**src/rtl/xvga_timing_gen.sv**
```systemverilog
// Raster timing generator for the 1024x768 display path: scan counters, aligned
// and pipeline-delayed sync/blank, and frame-boundary signalling.
module xvga_timing_gen #(
  parameter int H_ACTIVE        = 1024,
  parameter int H_FP            = 24,
  parameter int H_SYNC          = 136,
  parameter int H_BP            = 160,
  parameter int V_ACTIVE        = 768,
  parameter int V_FP            = 3,
  parameter int V_SYNC          = 6,
  parameter int V_BP            = 29,
  parameter int SYNC_ACTIVE_LOW = 1,
  parameter int PIPE_DELAY      = 1
) (
  input  logic        pixel_clk,
  input  logic        reset_n,
  output logic [10:0] hcount,
  output logic [9:0]  vcount,
  output logic        hsync,
  output logic        vsync,
  output logic        blank,
  output logic        hsync_d,
  output logic        vsync_d,
  output logic        blank_d,
  output logic        frame_start,
  output logic [15:0] frame_count
);

  localparam int H_TOTAL = H_ACTIVE + H_FP + H_SYNC + H_BP;
  localparam int V_TOTAL = V_ACTIVE + V_FP + V_SYNC + V_BP;

  if (H_TOTAL > 2048) begin : g_h_total_check
    $error("xvga_timing_gen: H_TOTAL exceeds the 11-bit hcount range");
  end
  if (V_TOTAL > 1024) begin : g_v_total_check
    $error("xvga_timing_gen: V_TOTAL exceeds the 10-bit vcount range");
  end
  if (PIPE_DELAY < 1 || PIPE_DELAY > 4) begin : g_pipe_check
    $error("xvga_timing_gen: PIPE_DELAY must be in 1..4");
  end

  // One extra bit on the compare constants keeps an end-of-range bound of
  // exactly 2048/1024 from aliasing to zero.
  localparam logic [10:0] H_LAST       = 11'(H_TOTAL - 1);
  localparam logic [9:0]  V_LAST       = 10'(V_TOTAL - 1);
  localparam logic [11:0] H_ACT_END    = 12'(H_ACTIVE);
  localparam logic [11:0] H_SYNC_BEG   = 12'(H_ACTIVE + H_FP);
  localparam logic [11:0] H_SYNC_END   = 12'(H_ACTIVE + H_FP + H_SYNC);
  localparam logic [10:0] V_ACT_END    = 11'(V_ACTIVE);
  localparam logic [10:0] V_SYNC_BEG   = 11'(V_ACTIVE + V_FP);
  localparam logic [10:0] V_SYNC_END   = 11'(V_ACTIVE + V_FP + V_SYNC);
  localparam logic        SYNC_OFF     = (SYNC_ACTIVE_LOW != 0);

  logic [10:0]           hcount_q, hcount_d;
  logic [9:0]            vcount_q, vcount_d;
  logic                  hs_q, hs_d;
  logic                  vs_q, vs_d;
  logic                  bl_q, bl_d;
  logic                  frame_start_q, frame_start_d;
  logic [15:0]           frame_count_q, frame_count_d;
  logic [PIPE_DELAY-1:0] hs_pipe_q, hs_pipe_d;
  logic [PIPE_DELAY-1:0] vs_pipe_q, vs_pipe_d;
  logic [PIPE_DELAY-1:0] bl_pipe_q, bl_pipe_d;
  logic                  h_wrap, v_wrap;

  // NOTE: every signal gets a default at the top of always_comb, so no path
  // can leave one unassigned and infer a latch.
  always_comb begin
    h_wrap        = (hcount_q == H_LAST);
    v_wrap        = (vcount_q == V_LAST);
    hcount_d      = h_wrap ? 11'd0 : hcount_q + 11'd1;
    vcount_d      = vcount_q;
    if (h_wrap) begin
      vcount_d = v_wrap ? 10'd0 : vcount_q + 10'd1;
    end

    // Decode from the next-state counters so the registered levels line up
    // with the position presented in the same cycle.
    hs_d = (({1'b0, hcount_d} >= H_SYNC_BEG) && ({1'b0, hcount_d} < H_SYNC_END))
           ? ~SYNC_OFF : SYNC_OFF;
    vs_d = (({1'b0, vcount_d} >= V_SYNC_BEG) && ({1'b0, vcount_d} < V_SYNC_END))
           ? ~SYNC_OFF : SYNC_OFF;
    bl_d = ({1'b0, hcount_d} >= H_ACT_END) || ({1'b0, vcount_d} >= V_ACT_END);

    frame_start_d = h_wrap && v_wrap;
    frame_count_d = frame_start_d ? frame_count_q + 16'd1 : frame_count_q;

    hs_pipe_d = PIPE_DELAY'({hs_pipe_q, hs_q});
    vs_pipe_d = PIPE_DELAY'({vs_pipe_q, vs_q});
    bl_pipe_d = PIPE_DELAY'({bl_pipe_q, bl_q});
  end

  // NOTE: state is updated with non-blocking assignments so every flop samples
  // the pre-edge values; the delay pipelines are reset too so a mid-frame reset
  // flushes stale sync levels off the monitor interface.
  always_ff @(posedge pixel_clk or negedge reset_n) begin
    if (!reset_n) begin
      hcount_q      <= '0;
      vcount_q      <= '0;
      hs_q          <= SYNC_OFF;
      vs_q          <= SYNC_OFF;
      bl_q          <= 1'b0;
      frame_start_q <= 1'b0;
      frame_count_q <= '0;
      hs_pipe_q     <= {PIPE_DELAY{SYNC_OFF}};
      vs_pipe_q     <= {PIPE_DELAY{SYNC_OFF}};
      bl_pipe_q     <= '0;
    end else begin
      hcount_q      <= hcount_d;
      vcount_q      <= vcount_d;
      hs_q          <= hs_d;
      vs_q          <= vs_d;
      bl_q          <= bl_d;
      frame_start_q <= frame_start_d;
      frame_count_q <= frame_count_d;
      hs_pipe_q     <= hs_pipe_d;
      vs_pipe_q     <= vs_pipe_d;
      bl_pipe_q     <= bl_pipe_d;
    end
  end

  assign hcount      = hcount_q;
  assign vcount      = vcount_q;
  assign hsync       = hs_q;
  assign vsync       = vs_q;
  assign blank       = bl_q;
  assign hsync_d     = hs_pipe_q[PIPE_DELAY-1];
  assign vsync_d     = vs_pipe_q[PIPE_DELAY-1];
  assign blank_d     = bl_pipe_q[PIPE_DELAY-1];
  assign frame_start = frame_start_q;
  assign frame_count = frame_count_q;

endmodule

```
**config.mk**
```make
export PLATFORM = sky130hd
export DESIGN_NAME = xvga_timing_gen
export DESIGN_NICKNAME = d
export VERILOG_FILES = /design/src/rtl/xvga_timing_gen.sv
export SDC_FILE = /design/constraint.sdc
export NUM_CORES = 1
export LEC_CHECK = 0
export BUFFER_PORTS_ARGS = -buffer_cell sky130_fd_sc_hd__buf_2
export CORE_ASPECT_RATIO = 0.7
export CORE_MARGIN = 2
export CORE_UTILIZATION = 49
export CTS_CLUSTER_DIAMETER = 80
export DETAILED_ROUTE_END_ITERATION = 6
export GPL_ROUTABILITY_DRIVEN = 0
export PLACE_DENSITY = 0.83
export SLEW_MARGIN = 40
export SYNTH_ARGS = -nofsm -noshare
export SYNTH_HDL_FRONTEND = slang
export SYNTH_SLANG_ARGS = --single-unit
```
**constraint.sdc**
```tcl
create_clock -name pixel_clk -period 2.6 [get_ports pixel_clk]
set_input_delay 0.26 -clock pixel_clk [delete_from_list [all_inputs] [get_ports pixel_clk]]
set_output_delay 0.26 -clock pixel_clk [all_outputs]
set_load 0.03 [all_outputs]
```
==> results of run 1 <==
layout make-up:
cell class,instances,share of cell area
tap,55,0.0262
sequential,44,0.422
timing repair buffer,51,0.105
clock inverter,2,0.0134
clock buffer,6,0.0277
multi-input combinational,153,0.396
inverter,7,0.0100
worst paths after layout:
path,start,end,slack (ps),cells after the start
min in group asynchronous,reset_n,blank,480,2
setup reg to reg,hcount[9],blank,100,6
hold / removal,hsync,hsync_d,360,0
setup / recovery,hcount[9],blank,100,6
max in group asynchronous,reset_n,hcount[0],1710,2
hold reg to reg,hsync,hsync_d,360,0
per-layer routing:
metal | routed length [µm] | up-vias | GRT usage
met1 | 2180 | 864 | 0.286
met3 | 345 | 7 | 0.0525
met5 | 0 | - | 0
met4 | 44 | 0 | 0.0968
li1 | - | 844 | -
met2 | 2240 | 56 | 0.328
synth_stat cells, types with 2 or more instances:
| master | n | area (µm²) |
|---|---|---|
| nor3_1 | 8 | 40.0 |
| mux2i_1 | 3 | 30.0 |
| o21ai_0 | 4 | 20.0 |
| nand3_1 | 10 | 50.1 |
| o211ai_1 | 2 | 15.0 |
| nand4_1 | 9 | 56.3 |
| xor2_1 | 14 | 123 |
| and2_1 | 4 | 25.0 |
| o31ai_1 | 3 | 22.5 |
| nor2_1 | 21 | 78.8 |
| and3_1 | 7 | 43.8 |
| dfstp_2 | 4 | 105 |
| a21oi_1 | 5 | 25.0 |
| o21ai_1 | 2 | 10.0 |
| xnor2_1 | 14 | 123 |
| nand2_1 | 17 | 63.8 |
| nand4_2 | 2 | 25.0 |
| inv_1 | 7 | 26.3 |
| dfrtp_1 | 40 | 1000 |
| ha_1 | 5 | 62.6 |
| and4_1 | 2 | 17.5 |
| clkbuf_1 | 5 | 18.8 |
logic make-up after synthesis:
kind of cell / count (synthesis) / synth area share
and+or+nand+nor: 92 / 0.235
DFF: 44 / 0.503
xor gates and xnor gates: 28 / 0.112
AOI/OAI and AO/OA: 24 / 0.0769
buffers and inverters: 13 / 0.0256
adders and majority gates: 5 / 0.0285
muxes: 4 / 0.0188
per-stage QoR:
step / std cells / util / total power (µW) / instance area [µm²] / hold WS [ps]
after floorplan: 210 / - / 698 / 2200 / -35.6
after global placement: 308 / 0.575 / 712 / 2490 / 355
after detailed placement: 308 / 0.576 / 712 / 2490 / 289
after CTS: 317 / 0.603 / 1230 / 2610 / 361
after global routing: 318 / 0.606 / 1260 / 2620 / 364
final: 318 / 0.606 / 1220 / 2620 / 359
state kept, by name (all words and copies together), names as in the netlist:
register,flops
frame_count,16
vsync_d,1
hcount,11
hsync,1
blank_d,1
blank,1
vcount,10
frame_start,1
hsync_d,1
vsync,1
power groups by stage:
stage | Sequential (µW) | Clock [µW] | Combinational [µW]
final | 684 | 521 | 14.7
after global routing | 684 | 559 | 18.0
after CTS | 684 | 527 | 16.0
after detailed placement | 697 | 0 | 14.9
after global placement | 697 | 0 | 14.2
after floorplan | 698 | 0 | 0.000468
what timing repair did:
action | CTS | global route
gates resized for setup | 0 | 2
hold buffers | 1 | 0
setup buffers | 0 | 1
hold endpoints to repair | 40 | 0
endpoints found under the setup margin | 0 | 3
==> run summary, run 1 <==
status = finished, final reports clean
multi-input combinational cell area = 1040 µm²
Max-Cap Viols = 0
commonest non-fill, non-tap cell in the layout = buf_2
Post-Place Worst Slack = 75.4 ps
VDD IR max = 448 µV
Post-synth EDFFs = 0
worst setup margin = 95.6 ps
switching power = 249 µW
first-pass GRT wire length = 8.25 mm
Leak = 0.00135 µW
fin. max-slew vios = 0
Data arrival, critical path = 2700 ps
logic gate share of total power = 0.012
antenna fix cells = 0
Global Route Usage Sum = 0.212
Sink Count = 44
DR vias = 1771
Die Y = 60.0 µm
Vias/cell = 5.57
Slew HR = 0.639
sw frac = 0.204
PwrDens = 465 nW/µm²
Final Cycle Share = 0.963
clock latency on the worst-skew pair = 310 ps
final setup violating endpoints = 0
Critical Path Fanout Max = 10
Yosys warnings = 0
CTS tree = done
register area = 1110 µm²
Final Skew = 10.4 ps
Post-Syn Area = 2200 µm²
number of nets with antenna violations after routing = 0
#FFs+latches synth = 44
sequential-to-total area share from yosys stat = 0.503
commonest cells after routing, fill and taps aside = buf_2, dfrtp_1, nor2_1, nand2_1
mean area per synthesized cell = 10.5 µm²
Max Clock Freq = 0.399 GHz
Critical Path Source Type = flip-flop
Final Critical Period = 2500 ps
Starting Density = 0.508
core area = 4330 µm²
initial antenna violation count = 0
hold crit path type = flip-flop to flip-flop
DRC Markers = 0
Async SR Flop Fraction = 1.00
Required @ worst endpoint = 2790 ps
CP max stage delay = 640 ps
CP endpoint kind = flip-flop
fillers = 383
clk buf depth = 2
Internal = 971 µW
Crit path max-delay family = simple AND/OR/NAND/NOR gates
critical path's slowest cell = or4_4
critical path class = flip-flop to flip-flop
main flop type after synthesis = dfrtp_1
Bufs and invs on worst path = 0
Rows = 20
Final Hold Fails = 0
worst path cell trace = or3b_4, or4_4, o41a_1, o21ai_1, a21oi_1, or2_1
clk root buf = clkbuf_8
Port Buffers = 45
Mapped Cells = 210
setup TNS = 0 ps
io pins = 46
RSZ-0062 raised after global routing = false
Seq pwr share = 0.561
HPWL Detailed = 3.49 mm
largest net degree at the start of global routing = 45
Routed WL = 4.81 mm
share of cells above drive strength 1 = 0.270
share of total power in the clock network = 0.427
first-pass iteration count of the detailed router = 4
Worst Tran Pin Value = 541 ps
area delta synth->final = 19.4%
Unique masters post-synth = 44
nets = 269
DR WL/cell = 15.1 µm
Num CTS Buffers = 5
GRT overflow = 0
Synth Net Count = 217
Die ar. = 5040 µm²
Chip Width = 84.0 µm
CTS clk-pin slew, worst paths = 90 ps
htree depth = 2
vias in the first global route = 1706
DRT iter0 DRCs = 81
No activity file was read; power rests on OpenSTA's default activity.
==> run 2, diff against run 1 <==
--- a/config.mk
+++ b/config.mk
@@ -6,14 +6,16 @@
 export NUM_CORES = 1
 export LEC_CHECK = 0
 export BUFFER_PORTS_ARGS = -buffer_cell sky130_fd_sc_hd__buf_2
+export CELL_PAD_IN_SITES_DETAIL_PLACEMENT = 0
+export CELL_PAD_IN_SITES_GLOBAL_PLACEMENT = 1
 export CORE_ASPECT_RATIO = 0.7
-export CORE_MARGIN = 2
-export CORE_UTILIZATION = 49
+export CORE_MARGIN = 4
+export CORE_UTILIZATION = 38
 export CTS_CLUSTER_DIAMETER = 80
 export DETAILED_ROUTE_END_ITERATION = 6
 export GPL_ROUTABILITY_DRIVEN = 0
 export PLACE_DENSITY = 0.83
-export SLEW_MARGIN = 40
+export SLEW_MARGIN = 20
 export SYNTH_ARGS = -nofsm -noshare
 export SYNTH_HDL_FRONTEND = slang
 export SYNTH_SLANG_ARGS = --single-unit
==> run 2 against run 1 <==
  * Register-to-register slack better by 90 ps
  * Critical path type unchanged
  * Design area up 0.57%
  * Die area up 40%
  * Flip-flop and latch count unchanged
  * Fmax up 3.7%
  * Setup slack better by 88 ps
  * Utilization down 12 points
  * First-iteration DRC count down 1.2%
  * Largest power group unchanged
  * Sequential share of layout area down 0.24 points
==> run summary, run 2 (same netlist as run 1, synthesis figures left out) <==
Num CTS Buffers = 5 (unchanged)
Post-Layout Cell Count = 336 (was 318)
Rows = 22 (was 20)
Final Hold Fails = 0 (unchanged)
Data arrival, critical path = 2640 ps (was 2700 ps)
VDD IR max = 198 µV (was 448 µV)
antenna fix cells = 0 (unchanged)
setup TNS = 0 ps (unchanged)
hold crit path type = flip-flop to flip-flop (unchanged)
CTS tree = done (unchanged)
HPWL Detailed = 3.61 mm (was 3.49 mm)
fillers = 524 (was 383)
nets = 271 (was 269)
CP endpoint kind = flip-flop (unchanged)
Worst Tran Pin Value = 557 ps (was 541 ps)
post-CTS setup buffers = 0 (unchanged)
Vias/cell = 5.24 (was 5.57)
first-pass GRT wire length = 8.38 mm (was 8.25 mm)
Starting Density = 0.405 (was 0.508)
largest net degree at the start of global routing = 45 (unchanged)
Sink Count = 44 (unchanged)
Die ar. = 7080 µm² (was 5040 µm²)
Routed WL = 4.88 mm (was 4.81 mm)
Post-Place Worst Slack = 149 ps (was 75.4 ps)
share of cells above drive strength 1 = 0.280 (was 0.270)
max FFs per register = 16 (unchanged)
status = finished, final reports clean (unchanged)
critical path class = flip-flop to flip-flop (unchanged)
placed cell count = 328 (was 308)
DR vias = 1761 (was 1771)
Critical Path Source Type = flip-flop (unchanged)
core area = 5420 µm² (was 4330 µm²)
Max Clock Freq = 0.414 GHz (was 0.399 GHz)
GRT overflow = 0 (unchanged)
Slew HR = 0.628 (was 0.639)
RSZ-0062 raised after global routing = false (unchanged)
DRC Markers = 0 (unchanged)
DRT iter0 DRCs = 80 (was 81)
fin. max-slew vios = 0 (unchanged)
number of nets with antenna violations after routing = 0 (unchanged)
PwrDens = 424 nW/µm² (was 465 nW/µm²)
Die Y = 71.6 µm (was 60.0 µm)
Global Route Usage Sum = 0.148 (was 0.212)
Max-Cap Viols = 0 (unchanged)
clk buf depth = 2 (unchanged)
io pins = 46 (unchanged)
Final Cycle Share = 0.929 (was 0.963)
Hold Path Cell Cnt = 0 (unchanged)
DR WL/cell = 14.5 µm (was 15.1 µm)
Final Critical Period = 2420 ps (was 2500 ps)
clk root buf = clkbuf_8 (unchanged)
Critical Path Fanout Max = 8 (was 10)
Required @ worst endpoint = 2830 ps (was 2790 ps)
Port Buffers = 45 (unchanged)
worst setup margin = 184 ps (was 95.6 ps)
clock latency on the worst-skew pair = 300 ps (was 310 ps)
final setup violating endpoints = 0 (unchanged)
first-pass iteration count of the detailed router = 4 (unchanged)
area delta synth->final = 20.0% (was 19.4%)
commonest non-fill, non-tap cell in the layout = buf_2 (unchanged)
Final Skew = 3.66 ps (was 10.4 ps)
worst reg-to-reg path cell count = 7 (was 6)
CTS clk-pin slew, worst paths = 80 ps (was 90 ps)
hold slack = 366 ps (was 359 ps)
vias in the first global route = 1690 (was 1706)
Chip Width = 98.9 µm (was 84.0 µm)
Leak = 0.00135 µW (about the same)
commonest cells after routing, fill and taps aside = buf_2, dfrtp_1, nor2_1, nand2_1 (unchanged)
htree depth = 2 (unchanged)
initial antenna violation count = 0 (unchanged)
-- run 2: cell type report --
cell class                 instances  area (µm²)  area share
inverter                           7        26.3     0.00996
multi-input combinational        153        1040       0.395
clock inverter                     2        12.5     0.00474
tap                               72        90.1      0.0342
timing repair buffer              53         290       0.110
clock buffer                       5        68.8      0.0261
sequential                        44        1110       0.420
-- run 2: report_power, final --
group | total [µW] | internal [µW] | switching, µW
clock network | 418 | 182 | 236
registers | 684 | 684 | 0
logic | 15.0 | 1.98 | 13.1
total | 1120 | 868 | 249
-- run 2: path summary, 6_finish.rpt --
kind                           start               to  slack, ps
hold / removal                 hsync          hsync_d        370
hold reg to reg                hsync          hsync_d        370
setup / recovery           hcount[9]  frame_count[10]        180
setup reg to reg           hcount[9]  frame_count[10]        180
max in group asynchronous    reset_n        hcount[1]       1700
min in group asynchronous    reset_n   frame_count[5]        490
-- run 2: worst max-delay path, cell delays in order (launching register included) --
cell     delay, ps
dfrtp_1        430
or3b_4         420
or4_4          550
buf_4          200
nor2_8         120
nand4_2        220
nor3_1         240
xor2_1         160
-- run 2: per-layer routing --
layer	vias up	track usage	wire length, µm
met5	-	0	0
met4	0	0.0545	63
met3	7	0.0447	369
met2	50	0.214	2060
met1	853	0.210	2390
li1	851	-	-
-- run 2: what timing repair did --
action,CTS,global route
endpoints found under the hold margin,0,37
endpoints found under the setup margin,0,4
resized for setup,0,3
hold buffers,0,1
-- run 2: metrics by stage --
| stage | utilization | total power [µW] | cell area, µm² |
|---|---|---|---|
| floorplan | - | 698 | 2200 |
| global placement | 0.467 | 712 | 2530 |
| detailed placement | 0.467 | 712 | 2530 |
| CTS | 0.482 | 1130 | 2620 |
| global route | 0.486 | 1160 | 2640 |
| finish | 0.486 | 1120 | 2640 |
